==> config.mk <==
export PLATFORM = sky130hd
export DESIGN_NAME = spi_regfile_periph
export DESIGN_NICKNAME = d
export VERILOG_FILES = /design/src/rtl/spi_periph_pkg.sv /design/src/rtl/spi_sync_edge.sv /design/src/rtl/spi_regfile_periph.sv
export SDC_FILE = /design/constraint.sdc
export NUM_CORES = 1
export LEC_CHECK = 0
export ABC_AREA = 1
export CORE_MARGIN = 2
export CORE_UTILIZATION = 59
export CTS_CLUSTER_SIZE = 12
export DETAILED_ROUTE_END_ITERATION = 7
export MAX_ROUTING_LAYER = met4
export PLACE_DENSITY = 0.85
export SLEW_MARGIN = 20
export SYNTH_ARGS = -nofsm -noshare
export SYNTH_HDL_FRONTEND = slang
export SYNTH_SLANG_ARGS = --single-unit
==> constraint.sdc <==
create_clock -name clk -period 3.4 [get_ports clk]
set_input_delay 0.68 -clock clk [delete_from_list [all_inputs] [get_ports clk]]
set_output_delay 0.68 -clock clk [all_outputs]
set_load 0.05 [all_outputs]
==> src/rtl/spi_periph_pkg.sv <==
`default_nettype none
// ============================================================================
// Module      : spi_periph_pkg
// Description : Shared constants, field offsets and FSM state type for the
//               SPI register-file peripheral.
// Revision    : 1.0 - initial release
// ============================================================================
package spi_periph_pkg;

    // Default frame geometry: rw bit, 7-bit address, 8-bit data
    localparam int DEF_ADDR_W = 7;
    localparam int DEF_DATA_W = 8;
    localparam int FRAME_W    = 1 + DEF_ADDR_W + DEF_DATA_W;
    // Counter must hold FRAME_W+1 so an over-length frame stays visible
    localparam int CNT_W      = $clog2(FRAME_W + 2);

    // Field offsets inside the received frame (MSB first on the wire)
    localparam int RW_BIT     = FRAME_W - 1;
    localparam int ADDR_LSB   = DEF_DATA_W;
    localparam int DATA_LSB   = 0;

    typedef enum logic [1:0] {
        IDLE   = 2'd0,
        SHIFT  = 2'd1,
        COMMIT = 2'd2
    } state_t;

    // Geometry helpers so a parameter override of the top stays consistent
    function automatic int frame_width(input int addr_w, input int data_w);
        return 1 + addr_w + data_w;
    endfunction

    function automatic int cnt_width(input int frame_w);
        return $clog2(frame_w + 2);
    endfunction

endpackage
`default_nettype wire

==> src/rtl/spi_sync_edge.sv <==
`default_nettype none
// ============================================================================
// Module      : spi_sync_edge
// Description : Multi-flop synchroniser for an asynchronous input with
//               single-cycle rise and fall pulses on the synchronised level.
// Revision    : 1.0 - initial release
// ============================================================================
module spi_sync_edge #(
    parameter int   SYNC_STAGES = 2,
    parameter logic RESET_VAL   = 1'b0
) (
    input  logic clk,
    input  logic rst_n,
    input  logic async_i,
    output logic sync_o,
    output logic rise_o,
    output logic fall_o
);

    logic [SYNC_STAGES-1:0] sync_q;
    logic                   prev_q;

    // Shift the pad value through the synchroniser and keep last level for edges
    always_ff @(posedge clk or negedge rst_n) begin
        if (!rst_n) begin
            sync_q <= {SYNC_STAGES{RESET_VAL}};
            prev_q <= RESET_VAL;
        end else begin
            sync_q <= {sync_q[SYNC_STAGES-2:0], async_i};
            prev_q <= sync_q[SYNC_STAGES-1];
        end
    end

    assign sync_o = sync_q[SYNC_STAGES-1];
    assign rise_o = sync_q[SYNC_STAGES-1] & ~prev_q;
    assign fall_o = ~sync_q[SYNC_STAGES-1] & prev_q;

endmodule
`default_nettype wire

==> src/rtl/spi_regfile_periph.sv <==
`default_nettype none
// ============================================================================
// Module      : spi_regfile_periph
// Description : SPI mode-0 peripheral giving the master read/write access to
//               a bank of control registers. All SPI pins are oversampled on
//               clk; write strobes and frame-error pulses for the core side.
// Revision    : 1.0 - initial release
// ============================================================================
module spi_regfile_periph
    import spi_periph_pkg::*;
#(
    parameter int NUM_REGS    = 5,
    parameter int ADDR_W      = 7,
    parameter int DATA_W      = 8,
    parameter int SYNC_STAGES = 2
) (
    input  logic                         clk,
    input  logic                         rst_n,
    input  logic                         sclk,
    input  logic                         cs_n,
    input  logic                         copi,
    output logic                         cipo,
    output logic                         cipo_oe,
    output logic [NUM_REGS*DATA_W-1:0]   regs_flat,
    output logic [NUM_REGS-1:0]          wr_strobe,
    output logic                         frame_err
);

    localparam int FRM_W = frame_width(ADDR_W, DATA_W);
    localparam int CW    = cnt_width(FRM_W);
    localparam int RWB   = FRM_W - 1;
    localparam int ALSB  = DATA_W;

    localparam logic [CW-1:0]     C_CNT_RD   = CW'(ADDR_W);
    localparam logic [CW-1:0]     C_CNT_FULL = CW'(FRM_W);
    localparam logic [CW-1:0]     C_CNT_SAT  = CW'(FRM_W + 1);
    localparam logic [ADDR_W:0]   C_NREGS    = (ADDR_W + 1)'(NUM_REGS);

    // ------------------------------------------------------------------
    // Pad synchronisers
    // ------------------------------------------------------------------
    logic w_sclk_s, w_sclk_rise, w_sclk_fall;
    logic w_cs_s, w_cs_rise, w_cs_fall;
    logic [SYNC_STAGES-1:0] copi_sync_q;
    logic w_copi_s;

    spi_sync_edge #(
        .SYNC_STAGES (SYNC_STAGES),
        .RESET_VAL   (1'b0)
    ) u_sync_sclk (
        .clk     (clk),
        .rst_n   (rst_n),
        .async_i (sclk),
        .sync_o  (w_sclk_s),
        .rise_o  (w_sclk_rise),
        .fall_o  (w_sclk_fall)
    );

    // cs_n idles high, so it resets high to avoid a spurious edge
    spi_sync_edge #(
        .SYNC_STAGES (SYNC_STAGES),
        .RESET_VAL   (1'b1)
    ) u_sync_cs (
        .clk     (clk),
        .rst_n   (rst_n),
        .async_i (cs_n),
        .sync_o  (w_cs_s),
        .rise_o  (w_cs_rise),
        .fall_o  (w_cs_fall)
    );

    // Plain synchroniser for copi; same depth keeps it aligned with sclk edges
    always_ff @(posedge clk or negedge rst_n) begin
        if (!rst_n) copi_sync_q <= '0;
        else        copi_sync_q <= {copi_sync_q[SYNC_STAGES-2:0], copi};
    end
    assign w_copi_s = copi_sync_q[SYNC_STAGES-1];

    // ------------------------------------------------------------------
    // State and datapath registers
    // ------------------------------------------------------------------
    state_t              state_q, state_d;
    logic [CW-1:0]       bit_cnt_q;
    logic [FRM_W-1:0]    rx_q;
    logic [DATA_W-1:0]   tx_q;
    logic                cipo_q;
    logic                pend_q;
    logic [DATA_W-1:0]   reg_q [NUM_REGS];
    logic [NUM_REGS-1:0] wr_strobe_q;
    logic                frame_err_q;

    // Receive path decode
    logic [FRM_W-1:0]    w_rx_next;
    logic [ADDR_W-1:0]   w_rd_addr;
    logic [DATA_W-1:0]   w_rd_word;
    logic                w_c_rw;
    logic [ADDR_W-1:0]   w_c_addr;
    logic [DATA_W-1:0]   w_c_data;
    logic                w_c_full;
    logic                w_c_in_rng;
    logic                w_commit_ok;
    logic                w_commit_err;
    logic                w_start;

    assign w_rx_next  = {rx_q[FRM_W-2:0], w_copi_s};
    assign w_rd_addr  = w_rx_next[ADDR_W-1:0];

    assign w_c_rw     = rx_q[RWB];
    assign w_c_addr   = rx_q[ALSB +: ADDR_W];
    assign w_c_data   = rx_q[DATA_W-1:0];
    assign w_c_full   = (bit_cnt_q == C_CNT_FULL);
    assign w_c_in_rng = ({1'b0, w_c_addr} < C_NREGS);

    assign w_commit_ok  = (state_q == COMMIT) && w_c_full && w_c_rw && w_c_in_rng;
    assign w_commit_err = (state_q == COMMIT) && (!w_c_full || (w_c_rw && !w_c_in_rng));

    // A cs_n fall seen during COMMIT is held in pend_q and started here
    assign w_start = (state_q == IDLE) && (w_cs_fall || pend_q);

    // Read mux: register addressed by the frame so far; 0 for writes or bad address
    always_comb begin
        w_rd_word = '0;
        for (int i = 0; i < NUM_REGS; i++) begin
            if (!w_rx_next[ADDR_W] && (w_rd_addr == ADDR_W'(i))) w_rd_word = reg_q[i];
        end
    end

    // FSM state register
    always_ff @(posedge clk or negedge rst_n) begin
        if (!rst_n) state_q <= IDLE;
        else        state_q <= state_d;
    end

    // FSM next state: frame opens on cs_n fall, closes on cs_n rise
    always_comb begin
        state_d = state_q;
        case (state_q)
            IDLE:    if (w_cs_fall || pend_q) state_d = SHIFT;
            SHIFT:   if (w_cs_rise)           state_d = COMMIT;
            COMMIT:                           state_d = IDLE;
            default:                          state_d = IDLE;
        endcase
    end

    // Shift datapath: sample copi on sclk rise, drive cipo on sclk fall
    always_ff @(posedge clk or negedge rst_n) begin
        if (!rst_n) begin
            bit_cnt_q <= '0;
            rx_q      <= '0;
            tx_q      <= '0;
            cipo_q    <= 1'b0;
            pend_q    <= 1'b0;
        end else begin
            pend_q <= (state_q == COMMIT) && w_cs_fall;
            if (w_start) begin
                bit_cnt_q <= '0;
                rx_q      <= '0;
                tx_q      <= '0;
                cipo_q    <= 1'b0;
            end else if (state_q == SHIFT) begin
                // A cs_n rise in the same cycle closes the frame and drops the bit
                if (!w_cs_rise) begin
                    if (w_sclk_rise) begin
                        if (bit_cnt_q != C_CNT_SAT)  bit_cnt_q <= bit_cnt_q + 1'b1;
                        if (bit_cnt_q < C_CNT_FULL)  rx_q      <= w_rx_next;
                        if (bit_cnt_q == C_CNT_RD)   tx_q      <= w_rd_word;
                    end else if (w_sclk_fall) begin
                        cipo_q <= tx_q[DATA_W-1];
                        tx_q   <= {tx_q[DATA_W-2:0], 1'b0};
                    end
                end
            end else begin
                cipo_q <= 1'b0;
            end
        end
    end

    // Register bank update, write strobe and frame error at frame commit
    always_ff @(posedge clk or negedge rst_n) begin
        if (!rst_n) begin
            for (int i = 0; i < NUM_REGS; i++) reg_q[i] <= '0;
            wr_strobe_q <= '0;
            frame_err_q <= 1'b0;
        end else begin
            wr_strobe_q <= '0;
            frame_err_q <= w_commit_err;
            for (int i = 0; i < NUM_REGS; i++) begin
                if (w_commit_ok && (w_c_addr == ADDR_W'(i))) begin
                    reg_q[i]       <= w_c_data;
                    wr_strobe_q[i] <= 1'b1;
                end
            end
        end
    end

    genvar gi;
    generate
        for (gi = 0; gi < NUM_REGS; gi++) begin : g_flat
            assign regs_flat[gi*DATA_W +: DATA_W] = reg_q[gi];
        end
    endgenerate

    assign cipo      = cipo_q;
    assign cipo_oe   = (state_q == SHIFT);
    assign wr_strobe = wr_strobe_q;
    assign frame_err = frame_err_q;

    // Synchronised sclk/cs_n levels are only consumed through their edge pulses
    logic w_unused;
    assign w_unused = w_sclk_s ^ w_cs_s;

endmodule
`default_nettype wire

==> flow_summary.html <==
<table>
<tr><th>Metric</th><th>Value</th></tr>
<tr><th colspan="2">Flow run</th></tr>
<tr><td>Number of maximum-capacitance constraint violations</td><td>0</td></tr>
<tr><th colspan="2">Synthesis</th></tr>
<tr><td>Portion of the post-synthesis area used by sequential elements</td><td>56.8%</td></tr>
<tr><td>Post-synthesis instance total</td><td>420</td></tr>
<tr><td>Leading post-synthesis cells by cell area</td><td>dfrtp_1 (55%), nand2_1 (11%), o21ai_1 (3.8%)</td></tr>
<tr><td>Share of async-settable or async-resettable flops after synthesis</td><td>100%</td></tr>
<tr><td>Fraction of post-synthesis cell area in the top cell type by area</td><td>~55%</td></tr>
<tr><td>Unique cell type count in the Yosys netlist</td><td>32</td></tr>
<tr><td>Number of warnings printed during yosys synthesis</td><td>0</td></tr>
<tr><td>Largest area contributor in the netlist</td><td>dfrtp_1</td></tr>
<tr><td>Netlist area before placement</td><td>0.00384 mm2</td></tr>
<tr><td>Dominant synthesized flop cell</td><td>dfrtp_1</td></tr>
<tr><td>Syn Area/Cell</td><td>just over 9 um2</td></tr>
<tr><td>Number of storage elements in the synthesis netlist</td><td>87</td></tr>
<tr><td>Top-count cell post-synth</td><td>nand2_1</td></tr>
<tr><td>EDFF count, synth</td><td>0</td></tr>
<tr><td>Synth Net Count</td><td>428</td></tr>
<tr><td>Most instantiated cells after synthesis</td><td>nand2_1 (108), dfrtp_1 (84), nor2_1 (38)</td></tr>
<tr><th colspan="2">Drt</th></tr>
<tr><td>Via total after detailed routing</td><td>roughly 3200</td></tr>
<tr><td>Post-detailed-route count of antenna-violating nets</td><td>0</td></tr>
<tr><td>Violation count after the first detailed-route iteration</td><td>approximately 340</td></tr>
<tr><td>DRT Pass-1 Iters</td><td>5</td></tr>
<tr><td>Detailed-route wire length per cell</td><td>~16 um</td></tr>
<tr><td>DRC violation count after routing</td><td>0</td></tr>
<tr><td>Final wirelength</td><td>around 9000 um</td></tr>
<tr><td>Ratio of routed vias to standard cells</td><td>approximately 5.7</td></tr>
<tr><th colspan="2">GRT</th></tr>
<tr><td>Met1 Resource Use GR</td><td>33.8%</td></tr>
<tr><td>Antenna violations before repair</td><td>0</td></tr>
<tr><td>Grt ovf</td><td>0</td></tr>
<tr><td>GR Util met2</td><td>a little over two fifths</td></tr>
<tr><td>Wire length of the first global-routing pass</td><td>14800 um</td></tr>
<tr><td>Vias in the first global route</td><td>just over 3000</td></tr>
<tr><td>Tot GR Track Use</td><td>a little over a quarter</td></tr>
<tr><td>Met3 Usage GRT</td><td>between 5 and 6%</td></tr>
<tr><td>Routing layer with the top usage in global route</td><td>met2</td></tr>
<tr><td>Pin count of the biggest net entering global routing</td><td>88</td></tr>
<tr><th colspan="2">Power and ir drop</th></tr>
<tr><td>Leakage dissipation</td><td>roughly 0.0021 uW</td></tr>
<tr><td>Net switching share of the total power</td><td>between 20 and 30%</td></tr>
<tr><td>Total design power</td><td>between 2000 and 2500 uW</td></tr>
<tr><td>Clock network fraction of total power</td><td>between 30% and 40%</td></tr>
<tr><td>Worst IR drop on VDD</td><td>between 0.0003 and 0.0004 V</td></tr>
<tr><td>Power share of the sequential group</td><td>just over 50%</td></tr>
<tr><td>Combinational power share</td><td>around 14%</td></tr>
<tr><td>Switching power total</td><td>between 600 and 700 uW</td></tr>
<tr><td>PwrDens</td><td>approximately 480 mW/mm2</td></tr>
<tr><td>Cell Int Power</td><td>between 1500 and 2000 uW</td></tr>
<tr><th colspan="2">CTS</th></tr>
<tr><td>Clk Latency, worst-skew pair</td><td>around 0.36 ns</td></tr>
<tr><td>Cell chosen for the clock root</td><td>clkbuf_8</td></tr>
<tr><td>Clock buffers created by TritonCTS</td><td>9</td></tr>
<tr><td>Buffer levels on the longest clock path</td><td>2</td></tr>
<tr><td>Cts-stage hold buffer count</td><td>0</td></tr>
<tr><td>Maximum level of the CTS H-tree</td><td>3</td></tr>
<tr><td>Clock sink total</td><td>slightly below 90</td></tr>
<tr><td>CTS clock-pin slew for the worst setup and hold paths</td><td>about 0.09 ns</td></tr>
<tr><td>Clock tree from TritonCTS</td><td>built</td></tr>
<tr><td>Number of gates given a new drive strength after cts</td><td>0</td></tr>
<tr><td>Buffers inserted by post-CTS timing repair</td><td>0</td></tr>
<tr><th colspan="2">Setup path</th></tr>
<tr><td>Critical path launch point type</td><td>register</td></tr>
<tr><td>CP Max Fanout</td><td>4</td></tr>
<tr><td>Kind of capture point of the worst setup path</td><td>primary output</td></tr>
<tr><td>Critical setup path kind</td><td>reg -&gt; out</td></tr>
<tr><td>WP data required</td><td>2.72 ns</td></tr>
<tr><td>Critical path buffers and inverters</td><td>3</td></tr>
<tr><td>Maximum cell stage delay along the critical path</td><td>approximately 0.8 ns</td></tr>
<tr><td>Family with the most delay on the worst path</td><td>buffers and inverters</td></tr>
<tr><td>Data arrival at the endpoint of the critical path</td><td>roughly 1.8 ns</td></tr>
<tr><td>Most common cell type on the critical path</td><td>inv_1</td></tr>
<tr><td>Critical path cell sequence</td><td>inv_1, nand2_1, inv_1, clkdlybuf4s50_1</td></tr>
<tr><td>Cell at the slowest stage of the critical path</td><td>clkdlybuf4s50_1</td></tr>
<tr><th colspan="2">Floorplanning</th></tr>
<tr><td>Effective utilization at floorplan</td><td>60.8%</td></tr>
<tr><td>Die X-Extent</td><td>about 85 um</td></tr>
<tr><td>Height of the chip</td><td>84.7 um</td></tr>
<tr><td>I/O pin count</td><td>between 50 and 60</td></tr>
<tr><td>Core footprint</td><td>between 0.006 and 0.007 mm2</td></tr>
<tr><td>Cell row count</td><td>29</td></tr>
<tr><td>Die area</td><td>slightly above 0.007 mm2</td></tr>
<tr><th colspan="2">Finish</th></tr>
<tr><td>Number of standard cells in the layout, taps in and fillers out</td><td>557</td></tr>
<tr><td>Filler cells</td><td>~450</td></tr>
<tr><td>Growth of design area from synthesis to finish</td><td>19.7%</td></tr>
<tr><td>Layout Utilization</td><td>between 70 and 80%</td></tr>
<tr><td>Fraction of layout cells with a size suffix above 1</td><td>10.4%</td></tr>
<tr><td>Layout Nets</td><td>between 400 and 500</td></tr>
<tr><td>Final antenna diode count</td><td>0</td></tr>
<tr><th colspan="2">STA</th></tr>
<tr><td>Count of pins over their slew limit</td><td>0</td></tr>
<tr><td>Hold slack</td><td>0.354 ns</td></tr>
<tr><td>Number of setup violations in the final report</td><td>0</td></tr>
<tr><td>Relative slew margins</td><td>about half</td></tr>
<tr><td>FMAX</td><td>411 MHz</td></tr>
<tr><td>Final setup TNS</td><td>0 ns</td></tr>
<tr><td>Hold Violations, Final</td><td>0</td></tr>
<tr><td>Slew of the pin with the lowest slew margin</td><td>about 0.77 ns</td></tr>
<tr><td>Clock skew</td><td>approximately 0.015 ns</td></tr>
<tr><td>RSZ-0062 raised after global routing</td><td>no</td></tr>
<tr><td>Clock period minus worst slack</td><td>approximately 2.4 ns</td></tr>
<tr><td>Final Cycle Share</td><td>71.6%</td></tr>
<tr><th colspan="2">Placement</th></tr>
<tr><td>Dpl hpwl</td><td>~6000 um</td></tr>
<tr><td>Final weighted congestion in routability-driven placement</td><td>0.898</td></tr>
<tr><td>Count of input and output buffers</td><td>52</td></tr>
<tr><td>Placed instance count</td><td>542</td></tr>
<tr><th colspan="2">Outcome</th></tr>
<tr><td>Run status</td><td>finished clean</td></tr>
<tr><th colspan="2">Min path</th></tr>
<tr><td>Path category of the worst min-delay check</td><td>reg -&gt; reg</td></tr>
</table>
flip-flops by register name, indices dropped and copies added, names as in the netlist:
name	cells
u_sync_cs.prev_q	1
copi_sync_q	2
wr_strobe	5
cipo	1
regs_flat	40
u_sync_sclk.sync_q	2
frame_err	1
rx_q	16
bit_cnt_q	5
u_sync_sclk.prev_q	1
u_sync_cs.sync_q	2
state_q	2
tx_q	8
pend_q	1
metal layers:
layer,vias to the layer above,wire length (um),share of wire [%]
met5,-,0,0
met4,0,249,2.8
met3,21,555,6.1
met2,137,4450,49
met1,1526,3770,42
li1,1499,-,-
power by group through the flow:
stage | clock, uW | sequential [uW] | combinational, uW
floorplan | 0 | 1140 | 190
finish | 777 | 1120 | 298
global route | 818 | 1130 | 329
global placement | 0 | 1130 | 281
detailed placement | 0 | 1140 | 290
CTS | 784 | 1120 | 295
cell type report:
cell class                 count  area, um2  area share (%)
tap                           77       96.3            2.10
multi-input combinational    284       1430            31.0
sequential                    87       2180            47.5
clock buffer                   9        124            2.70
timing repair buffer          53        529            11.5
clock inverter                 6       86.3            1.88
inverter                      41        154            3.35
metrics by stage:
stage               instance area, um2  setup slack (ns)
CTS                               4590             0.952
floorplan                         3840              1.71
global placement                  4380              1.37
finish                            4600             0.964
detailed placement                4380              1.35
global route                      4600             0.894
cell families (layout without fill, tap and decap cells):
group                    count (synthesis)  count (layout)  synth area share [%]
AO/OA/AOI/OAI                           85              85                  13.1
adder cells (fa/ha/maj)                  3               3                 0.978
buffers and inverters                   49             109                  6.06
flip-flops                              87              87                  56.8
AND/OR/NAND/NOR                        196             196                  23.0
final timing paths:
kind	slack, ns	startpoint	to	cells after the start
setup reg to reg	1.32	rx_q[6]	tx_q[0]	8
min in group asynchronous	0.36	rst_n	wr_strobe[1]	1
hold reg to reg	0.35	copi_sync_q[0]	copi_sync_q[1]	0
hold / removal	0.35	copi_sync_q[0]	copi_sync_q[1]	0
max in group asynchronous	2.52	rst_n	regs_flat[31]	1
setup / recovery	0.96	state_q[1]	cipo_oe	4
cells in the final DEF, fill, tap and decap left out, types with 2 or more instances in the layout:
cell type	synthesis	layout
nand2_1	108	108
dfrtp_1	84	84
clkdlybuf4s50_1	0	51
nor2_1	38	38
inv_1	36	36
o21ai_1	29	29
nand3_1	25	25
o22ai_1	17	17
a21oi_1	17	17
o21ai_2	13	13
nor3_1	9	9
clkbuf_8	0	9
inv_2	5	5
o21ai_0	5	5
nor2_2	3	3
ha_1	3	3
dfstp_2	3	3
or2_1	2	2
nand4_4	2	2
nand2_2	2	2
nand3_4	2	2
bufinv_16	0	2
clkinv_2	0	2
Power figures use the tool's default switching activity.
